$ cat src/rtl/scs8hd_bist_pkg.sv
// Shared types and the golden a41o function for the a41o BIST sequencer.
package scs8hd_bist_pkg;

    typedef enum logic [1:0] {
        ST_IDLE   = 2'd0,
        ST_SETTLE = 2'd1,
        ST_CHECK  = 2'd2,
        ST_DONE   = 2'd3
    } bist_state_e;

    localparam int             VEC_W    = 5;
    localparam logic [VEC_W-1:0] LAST_VEC = 5'd31;

    // vec = {B1,A4,A3,A2,A1}
    function automatic logic a41o_golden(input logic [VEC_W-1:0] vec);
        return (&vec[3:0]) | vec[4];
    endfunction

endpackage

$ cat src/rtl/scs8hd_bist_satcnt.sv
// Saturating up-counter with synchronous clear; holds at all-ones.
module scs8hd_bist_satcnt #(
    parameter int W = 6
) (
    input  logic         clk,
    input  logic         rst_n,
    input  logic         clr,
    input  logic         inc,
    output logic [W-1:0] cnt
);

    logic [W-1:0] cnt_q;
    logic [W-1:0] cnt_d;

    // Next count: clear wins, increment stops at the maximum.
    always_comb begin
        cnt_d = cnt_q;
        if (clr) begin
            cnt_d = '0;
        end else if (inc && (cnt_q != {W{1'b1}})) begin
            cnt_d = cnt_q + W'(1'b1);
        end else begin
            cnt_d = cnt_q;
        end
    end

    // Counter register with synchronous active-low reset.
    always_ff @(posedge clk) begin
        if (!rst_n) begin
            cnt_q <= '0;
        end else begin
            cnt_q <= cnt_d;
        end
    end

    assign cnt = cnt_q;

endmodule

$ cat src/rtl/scs8hd_a41o_bist_ctrl.sv
// BIST sequencer: sweeps all 32 a41o input vectors, samples DUT_X after a
// settle window and reports mismatch count, first failing vector and pass.
import scs8hd_bist_pkg::*;

module scs8hd_a41o_bist_ctrl #(
    parameter int SETTLE_CYC = 2,
    parameter int ERR_W      = 6
) (
    input  logic             CLK,
    input  logic             RESETB,
    input  logic             START,
    input  logic             ABORT,
    input  logic             DUT_X,
    output logic             A1,
    output logic             A2,
    output logic             A3,
    output logic             A4,
    output logic             B1,
    output logic             BUSY,
    output logic             DONE,
    output logic             PASS,
    output logic [ERR_W-1:0] ERR_CNT,
    output logic [4:0]       FAIL_VEC
);

    localparam int               CNT_W      = (SETTLE_CYC > 1) ? $clog2(SETTLE_CYC) : 1;
    localparam logic [CNT_W-1:0] CNT_RELOAD = CNT_W'(SETTLE_CYC - 1);

    bist_state_e      state_q, state_d;
    logic [VEC_W-1:0] vec_q, vec_d;
    logic [CNT_W-1:0] cnt_q, cnt_d;
    logic             first_seen_q, first_seen_d;
    logic [4:0]       fail_vec_q, fail_vec_d;
    logic [VEC_W-1:0] cell_q, cell_d;
    logic             busy_q, busy_d;
    logic             done_q, done_d;
    logic             pass_q, pass_d;
    logic             launch_s;
    logic             mismatch_s;
    logic             err_inc_s;
    logic             err_zero_next_s;
    logic             active_next_s;

    // Sequencer next-state; ABORT overrides every state.
    always_comb begin
        state_d      = state_q;
        vec_d        = vec_q;
        cnt_d        = cnt_q;
        first_seen_d = first_seen_q;
        fail_vec_d   = fail_vec_q;
        launch_s     = START && !ABORT && ((state_q == ST_IDLE) || (state_q == ST_DONE));
        mismatch_s   = (state_q == ST_CHECK) && (DUT_X != a41o_golden(vec_q));
        err_inc_s    = mismatch_s && !ABORT;
        if (ABORT) begin
            state_d = ST_IDLE;
        end else begin
            case (state_q)
                ST_IDLE, ST_DONE: begin
                    if (START) begin
                        state_d      = ST_SETTLE;
                        vec_d        = 5'd0;
                        cnt_d        = CNT_RELOAD;
                        first_seen_d = 1'b0;
                        fail_vec_d   = 5'd0;
                    end else begin
                        state_d = state_q;
                    end
                end
                ST_SETTLE: begin
                    if (cnt_q == '0) begin
                        state_d = ST_CHECK;
                    end else begin
                        cnt_d = cnt_q - CNT_W'(1'b1);
                    end
                end
                ST_CHECK: begin
                    if (mismatch_s && !first_seen_q) begin
                        fail_vec_d   = vec_q;
                        first_seen_d = 1'b1;
                    end else begin
                        fail_vec_d = fail_vec_q;
                    end
                    if (vec_q == LAST_VEC) begin
                        state_d = ST_DONE;
                    end else begin
                        vec_d   = vec_q + 5'd1;
                        cnt_d   = CNT_RELOAD;
                        state_d = ST_SETTLE;
                    end
                end
                default: begin
                    state_d = ST_IDLE;
                end
            endcase
        end
    end

    // Outputs are derived from the next state so they change on the same edge.
    always_comb begin
        active_next_s   = (state_d == ST_SETTLE) || (state_d == ST_CHECK);
        cell_d          = active_next_s ? vec_d : 5'd0;
        busy_d          = active_next_s;
        done_d          = (state_d == ST_DONE);
        err_zero_next_s = launch_s || ((ERR_CNT == '0) && !err_inc_s);
        pass_d          = done_d && err_zero_next_s;
    end

    // State and output registers with synchronous active-low reset.
    always_ff @(posedge CLK) begin
        if (!RESETB) begin
            state_q      <= ST_IDLE;
            vec_q        <= 5'd0;
            cnt_q        <= '0;
            first_seen_q <= 1'b0;
            fail_vec_q   <= 5'd0;
            cell_q       <= 5'd0;
            busy_q       <= 1'b0;
            done_q       <= 1'b0;
            pass_q       <= 1'b0;
        end else begin
            state_q      <= state_d;
            vec_q        <= vec_d;
            cnt_q        <= cnt_d;
            first_seen_q <= first_seen_d;
            fail_vec_q   <= fail_vec_d;
            cell_q       <= cell_d;
            busy_q       <= busy_d;
            done_q       <= done_d;
            pass_q       <= pass_d;
        end
    end

    scs8hd_bist_satcnt #(
        .W (ERR_W)
    ) u_err_cnt (
        .clk   (CLK),
        .rst_n (RESETB),
        .clr   (launch_s),
        .inc   (err_inc_s),
        .cnt   (ERR_CNT)
    );

    assign A1       = cell_q[0];
    assign A2       = cell_q[1];
    assign A3       = cell_q[2];
    assign A4       = cell_q[3];
    assign B1       = cell_q[4];
    assign BUSY     = busy_q;
    assign DONE     = done_q;
    assign PASS     = pass_q;
    assign FAIL_VEC = fail_vec_q;

endmodule

$ cat config.mk
export PLATFORM = sky130hd
export DESIGN_NAME = scs8hd_a41o_bist_ctrl
export DESIGN_NICKNAME = d
export VERILOG_FILES = /design/src/rtl/scs8hd_bist_pkg.sv /design/src/rtl/scs8hd_bist_satcnt.sv /design/src/rtl/scs8hd_a41o_bist_ctrl.sv
export SDC_FILE = /design/constraint.sdc
export NUM_CORES = 1
export LEC_CHECK = 0
export ABC_AREA = 0
export CAP_MARGIN = 20
export CORE_MARGIN = 2
export CORE_UTILIZATION = 35
export DETAILED_ROUTE_END_ITERATION = 10
export PLACE_DENSITY = 0.6
export SLEW_MARGIN = 20
export SYNTH_ARGS = -nofsm -noshare
export SYNTH_HDL_FRONTEND = slang
export SYNTH_SLANG_ARGS = --single-unit
$ cat constraint.sdc
create_clock -name CLK -period 2.02 [get_ports CLK]
set_input_delay 0.404 -clock CLK [delete_from_list [all_inputs] [get_ports CLK]]
set_output_delay 0.404 -clock CLK [all_outputs]
set_load 0.01 [all_outputs]
=== Word-level counts from Yosys, hierarchy flattened ===
Index checks and enable logic that the tools add are counted.

* Bitwise operators: 3
* Equality and inequality tests: 12
* $add $sub $neg: 3
* Multiplexer cells: 19
* Reduce and logical (&&, ||, !) cells: 23

{| class="wikitable"
|+ Operator list
! kind !! count
|-
| 5-bit two-way mux || 5
|-
| 5-bit case mux with 2 select lines || 2
|-
| 2-bit equality test, second input constant || 4
|-
| 1-bit logical AND || 8
|-
| 2-bit two-way mux || 4
|-
| 4-bit AND reduction || 2
|-
| 6-bit by 1-bit adder with 6-bit output, second input constant || 1
|-
| 6-bit logical NOT || 1
|-
| 6-bit != test, second input constant || 1
|-
| 2-bit case mux with 3 select lines || 1
|-
| 5-bit by 1-bit adder with 5-bit output, second input constant || 1
|-
| 5-bit equality test, second input constant || 1
|-
| 1-bit two-way mux || 5
|-
| 2-bit by 1-bit equality test with 1-bit output, second input constant || 2
|-
| 2-bit != test, second input constant || 2
|-
| 2-bit OR reduction || 2
|-
| 1-bit logical NOT || 3
|-
| 1-bit logical OR || 3
|-
| 1-bit case mux with 3 select lines || 1
|-
| 3-bit AND reduction || 1
|-
| 2-bit logical NOT || 1
|-
| 2-bit by 1-bit != test with 1-bit output, second input constant || 1
|-
| 1-bit inverter || 2
|-
| 1-bit case mux with 2 select lines || 1
|-
| 5 further kinds || 5
|}

* Bits in registers: 28
* Output and inout bits: 19
* Input port bits: 5
* Logic and storage cells: 70

=== Logic depth before layout (Yosys ltp) ===
* Depth after elaboration: 9
* Mapped depth: 11

=== Hierarchy ===
Synthesis repeated with hierarchy kept, for this count alone.

* Cell total of the unflattened synthesis: 142
* Area total of the unflattened synthesis: 1,287.5 um2

{| class="wikitable"
|+ Modules (own cells, without submodules)
! module !! cells each !! area each (um2) !! instances
|-
| scs8hd_a41o_bist_ctrl || 107 || 969.7 || 1
|-
| scs8hd_bist_satcnt || 35 || 317.8 || 1
|}

=== Least setup slack after synthesis ===
OpenSTA, ideal clock, no wires.

* Kind: reg-to-reg
* Start point: reg state_q[0]
* End point: reg cell_q[2]
* Setup time: 0.115 ns
* Clock period less this slack: 1.845 ns
* Arrival time: 1.731 ns
* Cell stages (with the launch flop): 12
* Setup slack: 0.175 ns
* Cell sequence: dfxtp_1 -> inv_1 -> ha_1 -> clkbuf_1 -> nand2_1 -> nor2_1 -> nor3_1 -> nor3_1 -> ha_1 -> nand2_1 -> inv_1 -> and2_1

* Word-level cells in the longest chain between the ends: 7
* Elaborated cells between the ends (all ways): 15
* Classes of those cells: eq/ne (5); mux (6); reduce/logical (4)

{| class="wikitable"
|+ RTL lines
! element !! RTL line !! source
|-
| start, declared || scs8hd_a41o_bist_ctrl.sv:29 || <nowiki>bist_state_e state_q, state_d;</nowiki>
|-
| start signal, assigned || scs8hd_a41o_bist_ctrl.sv:121 || <nowiki>state_q <= state_d;</nowiki>
|-
| 2-bit equality test / 2-bit logical NOT (equally long branches) || scs8hd_a41o_bist_ctrl.sv:57 || <nowiki>case (state_q)</nowiki>
|-
| 2-bit OR reduction || scs8hd_a41o_bist_ctrl.sv:57 ||
|-
| 2-bit case mux with 3 select lines (*) || scs8hd_a41o_bist_ctrl.sv:57 ||
|-
| 2-bit two-way mux (*) || scs8hd_a41o_bist_ctrl.sv:54 || <nowiki>if (ABORT) begin</nowiki>
|-
| via state_d[1] || scs8hd_a41o_bist_ctrl.sv:29 ||
|-
| 2-bit by 1-bit equality test with 1-bit output / 2-bit equality test (equally long branches) || scs8hd_a41o_bist_ctrl.sv:100 || <nowiki>active_next_s = (state_d == ST_SETTLE) || (state_d == ST_CHECK);</nowiki>
|-
| 1-bit logical OR (*) || scs8hd_a41o_bist_ctrl.sv:100 ||
|-
| via active_next_s || scs8hd_a41o_bist_ctrl.sv:42 || <nowiki>logic active_next_s;</nowiki>
|-
| 2-bit AND reduction (no line) (*) || n/a ||
|-
| end signal, assigned || scs8hd_a41o_bist_ctrl.sv:126 || <nowiki>cell_q <= cell_d;</nowiki>
|-
| end, declared || scs8hd_a41o_bist_ctrl.sv:34 || <nowiki>logic [VEC_W-1:0] cell_q, cell_d;</nowiki>
|}

Mark *: on every way through the listed nets, which the timed path passes. The rest lies on a longest branch.
A chain may end at the register's enable or synchronous reset.

=== Final worst setup path ===
Same ends and word-level chain as after synthesis.

==> results.json <==
{
  "post_synthesis_instance_area_sq_mm": 0.00134,
  "cp-start-kind": "flop",
  "grt_pass1_wl_mm": 5.19,
  "power_density_mw_per_mm2": 633,
  "syn_area_per_cell_sq_um": 8.72,
  "worstHoldPathType": "reg -> reg",
  "detailroute.via_count": 1231,
  "routed_wirelength_mm": 3.14,
  "globalRouteOverflowTotal": 0,
  "drc": 0,
  "synth.yosys.seq_area_share_pct": 41.8,
  "clock_latency_ps": 280,
  "clock_power_share_pct": 39.0,
  "worst_ep_arrival_time_ps": 2100,
  "cts-root-to-sink-buffers": 2,
  "start_util_pct": 36.7,
  "share_comb_of_total_power_pct": 11.0,
  "io_buffer_count": 23,
  "final_common_cell": "sky130_fd_sc_hd__dfxtp_1",
  "fin_total_pwr_mw": 1.13,
  "switchingPower_mw": 0.249,
  "first_iter_violations": 54,
  "unrepaired_setup_endpoints_after_global_routing": "no",
  "largest_net_degree_at_the_start_of_global_routing": 17,
  "max-vdd-ir-drop_mv": 0.235,
  "synth_warnings": 0,
  "critical_path_required_ps": 2200,
  "run_status": "complete, no violations",
  "worst-setup-path-type": "reg -> reg",
  "final_nets": 201,
  "postLayoutCellArea_sq_mm": 0.00179,
  "path_max_fanout": 6,
  "drt-vias-per-instance": 5.19,
  "dpl.hpwl_mm": 2.36,
  "cts_hold_buffers": 0,
  "headroom_to_the_max_slew_limit_pct": 76.3,
  "grtUsageTotal_pct": 15.5,
  "static-leakage-power_nw": 0.636,
  "netlist-cell-type-count": 38,
  "post_route_cells_drive_above_1_share_pct": 14.8,
  "drt_pre_antenna_iters": 4,
  "sequential_standard_cell_area_sq_um": 563,
  "finalHoldWorstSlack_ps": 455,
  "layout_skew_ps": 3.64,
  "swShare_pct": 22.1,
  "timing.critical_path.to_type": "flop",
  "dpl-instance-area_sq_mm": 0.00167,
  "final-hold-violation-count": 0,
  "grt_pass1_vias": 1151,
  "fillers": 343,
  "tritoncts": "done",
  "ctsRootBufferMaster": "sky130_fd_sc_hd__clkbuf_8",
  "ant_diodes": 0,
  "cts_htree_levels": 1,
  "syn_inst": 154,
  "rows": 22,
  "multi_input_comb_area_sq_um": 731,
  "antenna_found_initial": 0,
  "worst_pin_slew_ps": 355,
  "dieArea_sq_mm": 0.00435,
  "internal_power_mw": 0.881,
  "cts_made_buffers": 3,
  "signed_area_change_from_the_synthesized_netlist_to_the_final_layout_pct": 33.1,
  "slew_viol_final": 0,
  "drv_cap": 0,
  "ios": 24,
  "setup_viol": 0,
  "postRouteAntennaNets": 0,
  "average_wire_per_cell_in_the_routed_design_um": 13.2,
  "worst_setup_hold_path_clk_slew_ps": 100,
  "dieHeight_um": 65.9,
  "synth_nets": 165,
  "mostFrequentLayoutCells": "sky130_fd_sc_hd__dfxtp_1 (26), sky130_fd_sc_hd__clkdlybuf4s50_1 (23), sky130_fd_sc_hd__nand2_1 (16), sky130_fd_sc_hd__buf_4 (14), sky130_fd_sc_hd__nor2_1 (11)",
  "finish.cell_count_without_fillers": 237,
  "place_congestion": 0.810,
  "timing.final.crit_share_pct": 95.0,
  "design.core.area_sq_mm": 0.00366,
  "clock_sinks": 28,
  "seq_power_share_pct": 50.0,
  "fp.dieW_um": 65.9,
  "yosys_register_bits": 28,
  "fmax_mhz": 521,
  "place_inst": 230,
  "final.min_clock_period_ps": 1920
}
## worst paths after layout
path	start	endpoint	slack, ps	cells after the start
hold / removal	FAIL_VEC[3]	FAIL_VEC[3]	450	2
setup reg to reg	state_q[0]	cell_q[2]	100	8
hold reg to reg	FAIL_VEC[3]	FAIL_VEC[3]	450	2
setup / recovery	state_q[0]	cell_q[2]	100	8
## sequential cells by signal, indices dropped and copies added (netlist names)
register	count
cell_q	5
DONE	1
cnt_q	1
first_seen_q	1
state_q	2
u_err_cnt.cnt	6
PASS	1
vec_q	5
BUSY	1
FAIL_VEC	5
## Yosys cell counts
cell                         n  area share (%)
sky130_fd_sc_hd__a21boi_0    2             1.1
sky130_fd_sc_hd__a21oi_1     7             2.6
sky130_fd_sc_hd__a22o_2      1            0.75
sky130_fd_sc_hd__a22oi_1     1            0.56
sky130_fd_sc_hd__a311o_2     1            0.84
sky130_fd_sc_hd__a311oi_1    1            0.65
sky130_fd_sc_hd__a31oi_1     2            0.93
sky130_fd_sc_hd__a41oi_1     1            0.65
sky130_fd_sc_hd__and2_1      6             2.8
sky130_fd_sc_hd__and3_1      2            0.93
sky130_fd_sc_hd__buf_4       1            0.56
sky130_fd_sc_hd__buf_6       2             1.7
sky130_fd_sc_hd__clkbuf_1    3            0.84
sky130_fd_sc_hd__clkinv_1    1            0.28
sky130_fd_sc_hd__dfxtp_1    28              42
sky130_fd_sc_hd__ha_1        6             5.6
sky130_fd_sc_hd__inv_1       6             1.7
sky130_fd_sc_hd__mux2i_1     3             2.2
sky130_fd_sc_hd__nand2_1    16             4.5
sky130_fd_sc_hd__nand2b_1    5             2.3
sky130_fd_sc_hd__nand3_1     4             1.5
sky130_fd_sc_hd__nand3_2     1            0.75
sky130_fd_sc_hd__nand3b_1    1            0.56
sky130_fd_sc_hd__nand4_1     4             1.9
sky130_fd_sc_hd__nor2_1     13             3.6
sky130_fd_sc_hd__nor2b_1     3             1.4
sky130_fd_sc_hd__nor3_1      4             1.5
sky130_fd_sc_hd__nor4_1      4             1.9
sky130_fd_sc_hd__o211ai_1    4             2.2
sky130_fd_sc_hd__o21a_1      1            0.56
sky130_fd_sc_hd__o21ai_0     5             1.9
sky130_fd_sc_hd__o2bb2ai_1   4             2.6
sky130_fd_sc_hd__o31ai_1     2             1.1
sky130_fd_sc_hd__o32ai_1     2             1.3
sky130_fd_sc_hd__or3_1       2            0.93
sky130_fd_sc_hd__or3b_1      1            0.65
sky130_fd_sc_hd__or4_1       3             1.7
sky130_fd_sc_hd__or4b_1      1            0.75
## stage by stage
stage / setup TNS, ps / utilization (%) / setup slack [ps]
floorplan: 0 / - / 175
global placement: -32.9 / 45.7 / -32.9
detailed placement: -398 / 45.7 / -116
CTS: 0 / 48.3 / 38.0
global route: 0 / 48.8 / 0.128
finish: 0 / 48.8 / 102
## layout make-up
cell class | instances | area share [%]
repair buffers | 37 | 18.8
well taps | 48 | 3.36
multi-input cells | 113 | 40.9
inverters | 7 | 1.47
flip-flops and latches | 28 | 31.5
clock buffers | 3 | 2.31
clock inverters | 1 | 1.68
## worst max-delay path: stages (launching register included)
cell and delay [ps]:
sky130_fd_sc_hd__dfxtp_2 370, sky130_fd_sc_hd__inv_1 50, sky130_fd_sc_hd__ha_2 320, sky130_fd_sc_hd__a311oi_2 300
sky130_fd_sc_hd__nor3_1 110, sky130_fd_sc_hd__ha_1 340, sky130_fd_sc_hd__nand2_1 130, sky130_fd_sc_hd__inv_1 60
sky130_fd_sc_hd__and2_1 130
## power groups by stage
stage          registers, mW  logic (mW)  clock network, mW
3_3_place_gp           0.576       0.108                  0
4_1_cts                0.564       0.119              0.455
2_1_floorplan          0.578      0.0649                  0
3_5_place_dp           0.577       0.112                  0
6_report               0.565       0.125              0.440
5_1_grt                0.567       0.136              0.472
## per-layer routing
layer  global-route usage [%]  up-vias  wire (um)
li1                         -      632          -
met1                     22.2      582       1550
met2                     22.6       13       1460
met3                     2.56        4         78
met4                     6.89        0         44
met5                        0        -          0
## timing repair
item / in CTS / in global routing
resized for setup: 1 / 6
setup endpoints to repair: 3 / 10
pin swaps: 1 / 1
setup buffers: 2 / 1
## cell families (layout without fill, tap and decap cells)
logic type / Yosys count / after routing / share of synthesized area [%]
compound gates: 34 / 34 / 17.8
fa+ha+maj: 6 / 6 / 5.59
buf+inv: 13 / 48 / 5.03
flops: 28 / 28 / 41.8
mux: 3 / 3 / 2.24
simple gates: 70 / 70 / 27.6
No activity file was read; power rests on OpenSTA's default activity.
